==> config.mk <==
export PLATFORM = sky130hd
export DESIGN_NAME = param_regfile_flat
export DESIGN_NICKNAME = d
export VERILOG_FILES = /design/src/rtl/param_regfile_if.sv /design/src/rtl/param_regfile.sv /design/src/flat_wrapper.sv
export SDC_FILE = /design/constraint.sdc
export NUM_CORES = 1
export LEC_CHECK = 0
export CAP_MARGIN = 0
export CORE_MARGIN = 2
export CORE_UTILIZATION = 56
export CTS_CLUSTER_DIAMETER = 200
export DETAILED_ROUTE_END_ITERATION = 7
export GPL_TIMING_DRIVEN = 0
export HOLD_SLACK_MARGIN = 0.1
export PLACE_DENSITY = 0.77
export SYNTH_ARGS = -nofsm -noshare
export SYNTH_HDL_FRONTEND = slang
export SYNTH_SLANG_ARGS = --single-unit
export TNS_END_PERCENT = 20
==> constraint.sdc <==
create_clock -name clk -period 7 [get_ports clk]
set_input_delay 1.4 -clock clk [delete_from_list [all_inputs] [get_ports clk]]
set_output_delay 1.4 -clock clk [all_outputs]
set_load 0.05 [all_outputs]
==> src/rtl/param_regfile_if.sv <==
// param_regfile_if: bus bundle between the decode stage / ALU operand muxes and the
// register file.
//   Write port : wr_en, wr_addr, wr_data (master -> slave), wr_ready (slave -> master)
//   Read ports : src1, src2 (master -> slave); data_out1/2, valid1/2 (slave -> master)
//   Clear      : clr_req (master -> slave); clr_busy, clr_done (slave -> master)
// Parameters WIDTH and ADDR_W must match the attached param_regfile instance.
interface param_regfile_if #(
    parameter int unsigned WIDTH  = 32,
    parameter int unsigned ADDR_W = 5
);
    logic              wr_en;
    logic [ADDR_W-1:0] wr_addr;
    logic [WIDTH-1:0]  wr_data;
    logic              wr_ready;
    logic [ADDR_W-1:0] src1;
    logic [ADDR_W-1:0] src2;
    logic [WIDTH-1:0]  data_out1;
    logic [WIDTH-1:0]  data_out2;
    logic              valid1;
    logic              valid2;
    logic              clr_req;
    logic              clr_busy;
    logic              clr_done;

    modport master (
        output wr_en, wr_addr, wr_data, src1, src2, clr_req,
        input  wr_ready, data_out1, data_out2, valid1, valid2, clr_busy, clr_done
    );

    modport slave (
        input  wr_en, wr_addr, wr_data, src1, src2, clr_req,
        output wr_ready, data_out1, data_out2, valid1, valid2, clr_busy, clr_done
    );
endinterface

==> src/rtl/param_regfile.sv <==
// param_regfile: DEPTH x WIDTH register file with one write port, two combinational
// read ports with write-to-read bypass, per-register written flags and a sequenced
// hardware clear (one register per cycle, busy/done handshake).
// Ports:
//   clk    - clock, all state updates on the rising edge
//   reset  - asynchronous active-low reset
//   bus    - param_regfile_if.slave (write port, two read ports, clear handshake)
// Optional feature: define REGFILE_ZERO_REG_EN to hardwire register 0 to zero
// (reads of index 0 return 0 with valid=1, writes to index 0 are accepted but dropped).
module param_regfile #(
    parameter int unsigned WIDTH  = 32,
    parameter int unsigned DEPTH  = 8,
    parameter int unsigned ADDR_W = 5
) (
    input  logic           clk,
    input  logic           reset,
    param_regfile_if.slave bus
);
    // Array index width; out-of-range addresses are filtered before slicing.
    localparam int unsigned IdxW = (DEPTH > 1) ? $clog2(DEPTH) : 1;

    typedef enum logic [0:0] {StIdle, StClear} state_e;

    state_e            state_q;
    logic [ADDR_W-1:0] count_q;
    logic              clr_done_q;
    logic [WIDTH-1:0]  regs_q [DEPTH];
    logic [DEPTH-1:0]  flag_q;

    logic [IdxW-1:0]   wr_idx, src1_idx, src2_idx, clr_idx;
    logic              wr_in_range, src1_in_range, src2_in_range;
    logic              wr_zero, src1_zero, src2_zero;
    logic              wr_commit, clr_last;

    function automatic logic in_range(input logic [ADDR_W-1:0] a);
        return 32'(a) < DEPTH;
    endfunction

    assign wr_idx   = bus.wr_addr[IdxW-1:0];
    assign src1_idx = bus.src1[IdxW-1:0];
    assign src2_idx = bus.src2[IdxW-1:0];
    assign clr_idx  = count_q[IdxW-1:0];

    assign wr_in_range   = in_range(bus.wr_addr);
    assign src1_in_range = in_range(bus.src1);
    assign src2_in_range = in_range(bus.src2);

`ifdef REGFILE_ZERO_REG_EN
    assign wr_zero   = (bus.wr_addr == '0);
    assign src1_zero = (bus.src1 == '0);
    assign src2_zero = (bus.src2 == '0);
`else
    assign wr_zero   = 1'b0;
    assign src1_zero = 1'b0;
    assign src2_zero = 1'b0;
`endif

    // A write to hardwired r0 is handshaken normally but never reaches the array.
    assign wr_commit = bus.wr_en && (state_q == StIdle) && wr_in_range && !wr_zero;
    assign clr_last  = (32'(count_q) == DEPTH - 1);

    assign bus.wr_ready = (state_q == StIdle);
    assign bus.clr_busy = (state_q == StClear);
    assign bus.clr_done = clr_done_q;

    always_ff @(posedge clk or negedge reset) begin
        if (!reset) begin
            state_q    <= StIdle;
            count_q    <= '0;
            clr_done_q <= 1'b0;
            flag_q     <= '0;
            regs_q     <= '{default: '0};
        end else begin
            clr_done_q <= 1'b0;
            unique case (state_q)
                StIdle: begin
                    if (wr_commit) begin
                        regs_q[wr_idx] <= bus.wr_data;
                        flag_q[wr_idx] <= 1'b1;
                    end
                    if (bus.clr_req) begin
                        state_q <= StClear;
                        count_q <= '0;
                    end
                end
                StClear: begin
                    // clr_req is ignored here: a clear in progress never restarts.
                    regs_q[clr_idx] <= '0;
                    flag_q[clr_idx] <= 1'b0;
                    if (clr_last) begin
                        state_q    <= StIdle;
                        clr_done_q <= 1'b1;
                    end else begin
                        count_q <= count_q + 1'b1;
                    end
                end
                default: state_q <= StIdle;
            endcase
        end
    end

    // Read port 1: hardwired zero, then bypass of a committing write, then array.
    always_comb begin
        bus.data_out1 = '0;
        bus.valid1    = 1'b0;
        if (src1_in_range) begin
            if (src1_zero) begin
                bus.valid1 = 1'b1;
            end else if (wr_commit && (bus.wr_addr == bus.src1)) begin
                bus.data_out1 = bus.wr_data;
                bus.valid1    = 1'b1;
            end else begin
                bus.data_out1 = regs_q[src1_idx];
                bus.valid1    = flag_q[src1_idx];
            end
        end
    end

    // Read port 2: same priority as port 1.
    always_comb begin
        bus.data_out2 = '0;
        bus.valid2    = 1'b0;
        if (src2_in_range) begin
            if (src2_zero) begin
                bus.valid2 = 1'b1;
            end else if (wr_commit && (bus.wr_addr == bus.src2)) begin
                bus.data_out2 = bus.wr_data;
                bus.valid2    = 1'b1;
            end else begin
                bus.data_out2 = regs_q[src2_idx];
                bus.valid2    = flag_q[src2_idx];
            end
        end
    end
endmodule

==> src/flat_wrapper.sv <==
// flat-port wrapper written by rule: the top's interface ports become plain ports
module param_regfile_flat 
#(
    parameter int unsigned WIDTH  = 32,
    parameter int unsigned DEPTH  = 8,
    parameter int unsigned ADDR_W = 5
)
  (clk, reset, bus_wr_en, bus_wr_addr, bus_wr_data, bus_src1, bus_src2, bus_clr_req, bus_wr_ready, bus_data_out1, bus_data_out2, bus_valid1, bus_valid2, bus_clr_busy, bus_clr_done);
  param_regfile_if #(.WIDTH(WIDTH), .ADDR_W(ADDR_W)) bus_i ();
  input  logic clk;
  input  logic reset;
  input wire logic [$bits(bus_i.wr_en)-1:0] bus_wr_en;
  input wire logic [$bits(bus_i.wr_addr)-1:0] bus_wr_addr;
  input wire logic [$bits(bus_i.wr_data)-1:0] bus_wr_data;
  input wire logic [$bits(bus_i.src1)-1:0] bus_src1;
  input wire logic [$bits(bus_i.src2)-1:0] bus_src2;
  input wire logic [$bits(bus_i.clr_req)-1:0] bus_clr_req;
  output wire logic [$bits(bus_i.wr_ready)-1:0] bus_wr_ready;
  output wire logic [$bits(bus_i.data_out1)-1:0] bus_data_out1;
  output wire logic [$bits(bus_i.data_out2)-1:0] bus_data_out2;
  output wire logic [$bits(bus_i.valid1)-1:0] bus_valid1;
  output wire logic [$bits(bus_i.valid2)-1:0] bus_valid2;
  output wire logic [$bits(bus_i.clr_busy)-1:0] bus_clr_busy;
  output wire logic [$bits(bus_i.clr_done)-1:0] bus_clr_done;
  assign bus_i.wr_en = bus_wr_en;
  assign bus_i.wr_addr = bus_wr_addr;
  assign bus_i.wr_data = bus_wr_data;
  assign bus_i.src1 = bus_src1;
  assign bus_i.src2 = bus_src2;
  assign bus_i.clr_req = bus_clr_req;
  assign bus_wr_ready = bus_i.wr_ready;
  assign bus_data_out1 = bus_i.data_out1;
  assign bus_data_out2 = bus_i.data_out2;
  assign bus_valid1 = bus_i.valid1;
  assign bus_valid2 = bus_i.valid2;
  assign bus_clr_busy = bus_i.clr_busy;
  assign bus_clr_done = bus_i.clr_done;
  param_regfile #(.WIDTH(WIDTH), .DEPTH(DEPTH), .ADDR_W(ADDR_W)) u_core (.clk(clk), .reset(reset), .bus(bus_i));
endmodule
==> results of run 1 <==
==> worst paths after layout <==
path	from	end	slack, ps	cells after the start
worst max register to register	u_core.bus.clr_busy	u_core.regs_q[147]	3960	5
max in group asynchronous	reset	u_core.regs_q[147]	4800	3
worst max-delay path	bus_wr_addr[3]	bus_data_out2[0]	150	8
worst min-delay path	u_core.flag_q[0]	u_core.flag_q[0]	510	1
worst min register to register	u_core.flag_q[0]	u_core.flag_q[0]	510	1
min in group asynchronous	reset	u_core.count_q[4]	820	1
==> per-layer routing <==
metal / share of wire / global-route usage / vias up
met5: 0.0023 / 0.0157 / -
met4: 0.063 / 0.219 / 4
met3: 0.14 / 0.120 / 255
met2: 0.44 / 0.573 / 1294
met1: 0.35 / 0.508 / 7155
li1: - / - / 6114
==> area by class of cell <==
| type | instances | share of cell area |
|---|---|---|
| tap | 378 | 0.0265 |
| buffer | 184 | 0.0417 |
| inverter | 4 | 0.000841 |
| sequential | 271 | 0.380 |
| antenna | 3 | 0.000420 |
| timing repair buffer | 82 | 0.0482 |
| multi-input combinational | 1230 | 0.451 |
| clock inverter | 10 | 0.00588 |
| clock buffer | 42 | 0.0462 |
==> synthesized netlist by cell type (all sizes together) <==
library cell  count
nand2           525
dfrtp           271
o21ai           160
clkbuf          134
mux4            101
nand3           101
mux2i            95
nor3             67
buf              50
a21o             36
nor2             36
o22ai            35
a211oi           32
nor2b             5
xor2              5
inv               4
or2               4
nor4              3
nor4b             3
xnor2             3
mux2              2
nand2b            2
nand4             2
nand4b            2
or3               2
a21oi             1
a32o              1
a41oi             1
and2b             1
and4              1
ha                1
o2111ai           1
o31ai             1
or4b              1
==> critical path, delay by kind of cell <==
family / cells / cell delay [ps]
compound gates: 1 / 120
buf+inv: 4 / 2170
simple gates: 3 / 1750
==> report_power, final <==
group | internal (mW) | total (mW) | switching, mW | leakage [nW]
logic | 0.312 | 1.02 | 0.712 | 3.77
clock network | 0.886 | 1.55 | 0.663 | 0.455
registers | 1.72 | 1.86 | 0.143 | 3.76
total | 2.92 | 4.44 | 1.52 | 7.99
==> flip-flops by register name, summed over array words and instances, names as in the netlist <==
register             cells
u_core.regs_q          256
u_core.count_q           5
u_core.bus.clr_done      1
u_core.bus.clr_busy      1
u_core.flag_q            8
==> logic make-up after synthesis <==
group	count (synthesis)	synth area share
fa+ha+maj	1	0.000802
xor+xnor	8	0.00449
buf+inv	188	0.0487
mux	198	0.208
simple gates	755	0.202
compound gates	268	0.101
flops	271	0.435
==> per-stage QoR <==
step           setup WS, ps  power, mW  utilization   TNS, ps  instances
2_1_floorplan          1710       2.47            -         0       1689
3_3_place_gp          -7150       2.82        0.610  -1926880       2147
3_5_place_dp            536       2.86        0.613         0       2149
4_1_cts                 492       4.38        0.646         0       2201
5_1_grt                 277       4.55        0.646         0       2203
6_report                151       4.44        0.647         0       2204
==> run summary, run 1 <==
Status: finished clean
Pleak: 7.99 nW
Sequential Area: 6780 µm²
Setup bufs post-CTS: 0
Crit-path max cell delay: 1090 ps
Worst rel slew slack: 0.134
Number of global-route vias before repair: 14.7k
Post-CTS sizing: 0
Global-route wire length before repair: 84700 µm
Top-level I/O count: 120
Vias: 14.8k
Area of the multi-input gates: 8050 µm²
Netlist cell types: 38
Worst Setup End Kind: output pin
Synth warn: 0
Most frequent cells in the layout: nand2_1, dfrtp_1, o21ai_0
First DRT Iteration DRCs: 2054
Layout cells sized above 1: 0.106
Chip Height: 171 µm
Commonest non-fill, non-tap cell in the layout: nand2_1
Worst Path Required: 5600 ps
Hpwl dp: 36300 µm
Seq/Total Area, Yosys: 0.435
CTS Root Buffer Type: clkbuf_16
Syn Area/Cell: 9.23 µm²
Drt total wl: 55600 µm
Hold_buf cts: 0
P&R area growth vs syn: 14.6%
Area contributors post-synth: dfrtp_1, mux4_2, nand2_1, mux2i_1, o21ai_0
Max Clock Freq: 146 MHz
CTS tree: built
# fillers: 2240
Clock Latency Late Sink: 560 ps
Routed WL per cell: 25.2 µm
Hold Crit Class: flop to flop
Largest net degree at the start of global routing: 116
Max cap viols: 0
Minimum clock period: 6850 ps
Number of remaining DRC errors: 0
Area share of the largest cell type after synthesis: 0.435
CP Launch Type: input port
Syn nets: 1741
Top cell by count, worst path: clkdlybuf4s50_1
Skew final: 6.15 ps
Gr usage total: 0.387
Core region area: 27600 µm²
Final period util: 0.978
Worst IR Drop VDD: 180 µV
Hold Vio Cnt, Final: 0
Overall die width: 171 µm
Number of port buffers: 80
CTS Buffer Depth: 3
Final weighted congestion in routability-driven placement: 0.969
Crit Path Class: input port to output pin
Cell area after synthesis: 15600 µm²
Placed cell areas: 16900 µm²
Worst EP arrival: 5450 ps
Die ar.: 29200 µm²
Critical Path, Cell by Cell: clkdlybuf4s50_1 -> nor4b_1 -> and4_1 -> buf_1 -> clkbuf_1 -> a211oi_1 -> nor3_1 -> clkdlybuf4s50_1
Pins Over Slew Limit: 0
Via density: 6.73
Final ANT Viol Nets: 0
CTS H-tree lvls: 1
# rows: 61
Final Instance Area: 17900 µm²
Gr ovfl total: 0
Area leader, netlist: dfrtp_1
Final Setup Violations: 0
Initial antenna violation count: 2
Worst-Margin Slew: 1280 ps
Clock sinks: 271
Pre-antenna DRT Iters: 6
Initial Util: 0.564
CP max-delay cell: nor4b_1
Cell count after synthesis: 1689
Worst-path fanout max: 10
Synth Register Bits: 271
RSZ-0062 raised after global routing: false
CTS buffer count: 29
Clock transition at the registers of the reported paths: 60 ps
PwrDens: 248 nW/µm²
Nets: 1854
Hold Slack: 510 ps
Power figures use the tool's default switching activity.
==> inputs of run 2 (changes only) <==
--- a/config.mk
+++ b/config.mk
@@ -12,7 +12,7 @@
 export DETAILED_ROUTE_END_ITERATION = 7
 export GPL_TIMING_DRIVEN = 0
 export HOLD_SLACK_MARGIN = 0.1
-export PLACE_DENSITY = 0.77
+export PLACE_DENSITY_LB_ADDON = 0.15
 export SYNTH_ARGS = -nofsm -noshare
 export SYNTH_HDL_FRONTEND = slang
 export SYNTH_SLANG_ARGS = --single-unit
==> run 2 against run 1 <==
  * Power grew 0.35%
  * First-iteration DRC count shrank 0.49%
  * Maximum frequency increased by 5.4%
  * Final area about the same
  * Critical path depth is 1 higher
  * Sequential share of layout area is essentially flat
  * Routed wire length shrank 1.2%
  * Register-to-register slack better by 250 ps
  * Hold slack better by 12 ps
  * Clock-buffer cell count is 1 lower
  * Combinational power about the same
  * Cell count shrank 0.14%
  * Critical path type unchanged
  * Critical endpoint is now bus_data_out2[5]
==> run summary, run 2 (synthesized netlist as in run 1, its figures left out) <==
Worst-path fanout max: 10
Hold Vio Cnt, Final: 0
Hold_buf cts: 0
Hold Crit Class: flop to flop
Crit Path Class: input port to output pin
Clock Latency Late Sink: 560 ps
Global-route wire length before repair: 84200 µm
Sw frac: 0.339
Placed cell areas: 16900 µm²
Gr usage total: 0.386
Worst Path Required: 5600 ps
CTS Buffer Depth: 3
Top flop regs: u_core.regs_q x256, u_core.flag_q x8, u_core.count_q x5
Pleak: 8.00 nW
Worst rel slew slack: 0.299
Nets: 1854
Max Clock Freq: 154 MHz
Pins Over Slew Limit: 0
Post-CTS sizing: 0
Drt total wl: 54900 µm
Minimum clock period: 6500 ps
Hpwl dp: 36900 µm
Clock sinks: 271
Number of remaining DRC errors: 0
Initial antenna violation count: 0
Routed WL per cell: 25.0 µm
Clock transition at the registers of the reported paths: 60 ps
Worst IR Drop VDD: 181 µV
Worst Setup End Kind: output pin
Final Setup Violations: 0
CTS H-tree lvls: 1
DP Cell Count: 2149
CTS buffer count: 29
CP Launch Type: input port
Top-level I/O count: 120
Most frequent cells in the layout: nand2_1, dfrtp_1, o21ai_0
Vias: 14.4k
Worst EP arrival: 5100 ps
Cell count of the worst hold path: 2
Status: finished clean
CTS Root Buffer Type: clkbuf_16
Final ANT Viol Nets: 0
First DRT Iteration DRCs: 2044
Core Util, Final: 0.647
Combinational power share: 0.229
Hold Slack: 522 ps
Final period util: 0.929
RSZ-0062 raised after global routing: false
Reg with most FFs: u_core.regs_q
Max reg flops: 256
# rows: 61
Setup bufs post-CTS: 0
Number of port buffers: 80
Tot Pwr: 4.45 mW
Overall die width: 171 µm
Number of global-route vias before repair: 14.5k
Worst reg-to-reg path cell count: 5
Die ar.: 29200 µm²
PwrDens: 249 nW/µm²
P&R area growth vs syn: 14.6%
Pre-antenna DRT Iters: 6
Core region area: 27600 µm²
Skew final: 8.77 ps
Clk pwr share: 0.353
Final weighted congestion in routability-driven placement: 0.951
Final worst slack: 500 ps
Worst-Margin Slew: 1050 ps
DP Worst Slack: 669 ps
Power Internal: 2.94 mW
Initial Util: 0.564
TNS Setup: 0 ps
Final Instance Area: 17900 µm²
Reg power frac: 0.418
Via density: 6.56
Ant. Diodes: 0
CTS tree: built
P_sw: 1.51 mW
Commonest non-fill, non-tap cell in the layout: nand2_1
Max cap viols: 0
Layout cells sized above 1: 0.106
Chip Height: 171 µm
Finished Layout Cells: 2201
Largest net degree at the start of global routing: 115
Gr ovfl total: 0
[run 2: cell types whose count changed in the layout (fill, tap and decap cells not counted)]
cell	previous run	this run
clkinv_2	6	7
clkinvlp_4	2	1
bufinv_16	2	3
clkbuf_8	5	4
diode_2	3	0
[run 2: final timing paths]
kind                                           from            endpoint  slack, ps
worst max-delay path                    bus_src2[1]    bus_data_out2[5]        500
worst min-delay path             u_core.regs_q[132]  u_core.regs_q[132]        520
worst max register to register  u_core.bus.clr_busy  u_core.regs_q[185]       4210
worst min register to register   u_core.regs_q[132]  u_core.regs_q[132]        520
max in group asynchronous                     reset  u_core.regs_q[206]       5240
min in group asynchronous                     reset  u_core.regs_q[250]        780
[run 2: critical path: stages]
cell	delay, ps
clkdlybuf4s50_1	580
clkbuf_1	560
or2_2	220
clkbuf_1	180
clkbuf_1	620
o22ai_1	140
a211oi_1	550
nor3_1	110
clkdlybuf4s50_1	740
[run 2: final cells by class]
cell class	instances	area (µm²)
sequential	271	6780
buffer	184	744
clock inverter	11	133
fill	2319	9760
tap	378	473
clock buffer	41	811
timing repair buffer	82	861
multi-input combinational	1230	8050
inverter	4	15.0
[run 2: power by group through the flow]
stage / clock network [mW] / logic, mW / registers [mW]
2_1_floorplan: 0 / 0.627 / 1.84
4_1_cts: 1.57 / 0.992 / 1.85
5_1_grt: 1.63 / 1.08 / 1.88
3_3_place_gp: 0 / 0.962 / 1.87
6_report: 1.57 / 1.02 / 1.86
3_5_place_dp: 0 / 0.985 / 1.88
[run 2: metal layers]
| metal | GRT usage | up-vias | part of all wire | wire length (µm) |
|---|---|---|---|---|
| li1 | - | 6113 | - | - |
| met4 | 0.198 | 0 | 0.053 | 2930 |
| met1 | 0.519 | 7031 | 0.38 | 20700 |
| met5 | 0 | - | 0 | 0 |
| met3 | 0.0935 | 221 | 0.12 | 6510 |
| met2 | 0.586 | 1067 | 0.45 | 24800 |
==> inputs of run 3 (changes only) <==
--- a/config.mk
+++ b/config.mk
@@ -6,13 +6,13 @@
 export NUM_CORES = 1
 export LEC_CHECK = 0
 export CAP_MARGIN = 0
-export CORE_MARGIN = 2
 export CORE_UTILIZATION = 56
 export CTS_CLUSTER_DIAMETER = 200
 export DETAILED_ROUTE_END_ITERATION = 7
 export GPL_TIMING_DRIVEN = 0
 export HOLD_SLACK_MARGIN = 0.1
 export PLACE_DENSITY_LB_ADDON = 0.15
+export RECOVER_POWER = 100
 export SYNTH_ARGS = -nofsm -noshare
 export SYNTH_HDL_FRONTEND = slang
 export SYNTH_SLANG_ARGS = --single-unit
==> run 3 against run 2 <==
  * The flow now finishes with violations (max-capacitance violations, max-slew violations)
  * First-iteration DRC count rose by 1.8%
  * Sequential power is essentially flat
  * Register-to-register slack worse by 310 ps
  * Die area fell by 2.3%
  * Clock power increased by 14%
  * Flip-flop and latch count unchanged
  * Final area up 0.66%
  * Combinational power hardly changed
  * Setup slack got worse by 150 ps
  * Sequential share of layout area is 0.25 points lower
  * Via count grew 1.1%
  * Highest routed layer unchanged
==> run summary, run 3 (synthesized netlist as in run 1, its figures left out) <==
Gr usage total: 0.401
Tot Pwr: 4.68 mW
Initial antenna violation count: 0
Max reg flops: 256
Overall die width: 169 µm
Drt total wl: 55900 µm
Met3 Wirelength: 7220 µm
Final ANT Viol Nets: 0
CTS buffer count: 30
CTS H-tree lvls: 1
Worst Setup End Kind: output pin
Chip Height: 169 µm
Die ar.: 28500 µm²
First DRT Iteration DRCs: 2081
Clock sinks: 271
Met2 wire length: 24800 µm
Core Util, Final: 0.664
Number of global-route vias before repair: 14.1k
Hold Crit Class: flop to flop
Setup bufs post-CTS: 0
DP Cell Count: 2143
DP Worst Slack: 677 ps
Post-CTS sizing: 0
Worst IR Drop VDD: 195 µV
Vias: 14.6k
Hold_buf cts: 0
Most frequent cells in the layout: nand2_1, dfrtp_1, o21ai_0
CTS tree: built
Largest net degree at the start of global routing: 112
Final worst slack: 346 ps
Worst-path fanout max: 10
Max cap viols: 1
Gr ovfl total: 0
Hpwl dp: 36500 µm
P&R area growth vs syn: 15.4%
Final period util: 0.951
Failing checks: max-capacitance violations, max-slew violations
Hold Vio Cnt, Final: 0
Skew final: 12.3 ps
Routed WL per cell: 25.5 µm
Top sig layer: met4
Pre-antenna DRT Iters: 6
Core region area: 27100 µm²
TNS Setup: 0 ps
Number of port buffers: 80
Placed cell areas: 16900 µm²
Top flop regs: u_core.regs_q x256, u_core.flag_q x8, u_core.count_q x5
Worst-Margin Slew: 4700 ps
Wl on met1: 21100 µm
Initial Util: 0.575
Final Setup Violations: 0
RSZ-0062 raised after global routing: false
CTS Root Buffer Type: clkbuf_16
Clock transition at the registers of the reported paths: 60 ps
Clock Latency Late Sink: 560 ps
Crit Path Class: input port to output pin
Status: finished with violations
Worst Path Required: 5600 ps
Top-level I/O count: 120
CP Launch Type: input port
Worst EP arrival: 5250 ps
Pleak: 8.24 nW
Finished Layout Cells: 2197
Global-route wire length before repair: 85100 µm
Final weighted congestion in routability-driven placement: 0.949
Minimum clock period: 6650 ps
Pins Over Slew Limit: 76
Reg with most FFs: u_core.regs_q
Via density: 6.64
CTS Buffer Depth: 3
Worst rel slew slack: -2.13
# rows: 60
Ant. Diodes: 0
Number of remaining DRC errors: 0
Layout cells sized above 1: 0.0986
PwrDens: 260 nW/µm²
Hold Slack: 502 ps
Commonest non-fill, non-tap cell in the layout: nand2_1
Nets: 1855
Max Clock Freq: 150 MHz
Final Instance Area: 18000 µm²
## run 3: report_power, final
part | switching [mW] | total (mW) | internal, mW
combinational | 0.727 | 1.03 | 0.306
sequential | 0.138 | 1.86 | 1.72
clock | 0.674 | 1.79 | 1.11
## run 3: area by class of cell
class / count / area [µm²]
timing repair buffer: 82 / 850
inverter: 4 / 15.0
fill: 2247 / 9110
clock buffer: 39 / 856
buffer: 184 / 722
multi-input combinational: 1230 / 8050
tap: 372 / 465
clock inverter: 15 / 253
sequential: 271 / 6780
## run 3: routing by layer
metal / track usage / vias to the layer above
met4: 0.185 / 0
met2: 0.599 / 1159
met5: 0 / -
met3: 0.125 / 220
met1: 0.537 / 7085
li1: - / 6124
## run 3: worst paths after layout
kind                                 endpoint  depth (start not counted)                 from  slack [ps]
min in group asynchronous  u_core.regs_q[252]                          1                reset        2520
max reg2reg                u_core.regs_q[252]                          7  u_core.bus.clr_busy        3900
min reg2reg                  u_core.flag_q[5]                          2     u_core.flag_q[5]         500
max                          bus_data_out2[5]                          8       bus_wr_addr[3]         350
min                          u_core.flag_q[5]                          2     u_core.flag_q[5]         500
max in group asynchronous    u_core.regs_q[6]                          1                reset        1830
## run 3: worst max-delay path: stages
cell	delay, ps
dlygate4sd3_1	550
nor4b_1	800
and4_1	310
buf_1	240
clkbuf_1	620
a211oi_1	220
nor3_1	220
dlygate4sd3_1	890
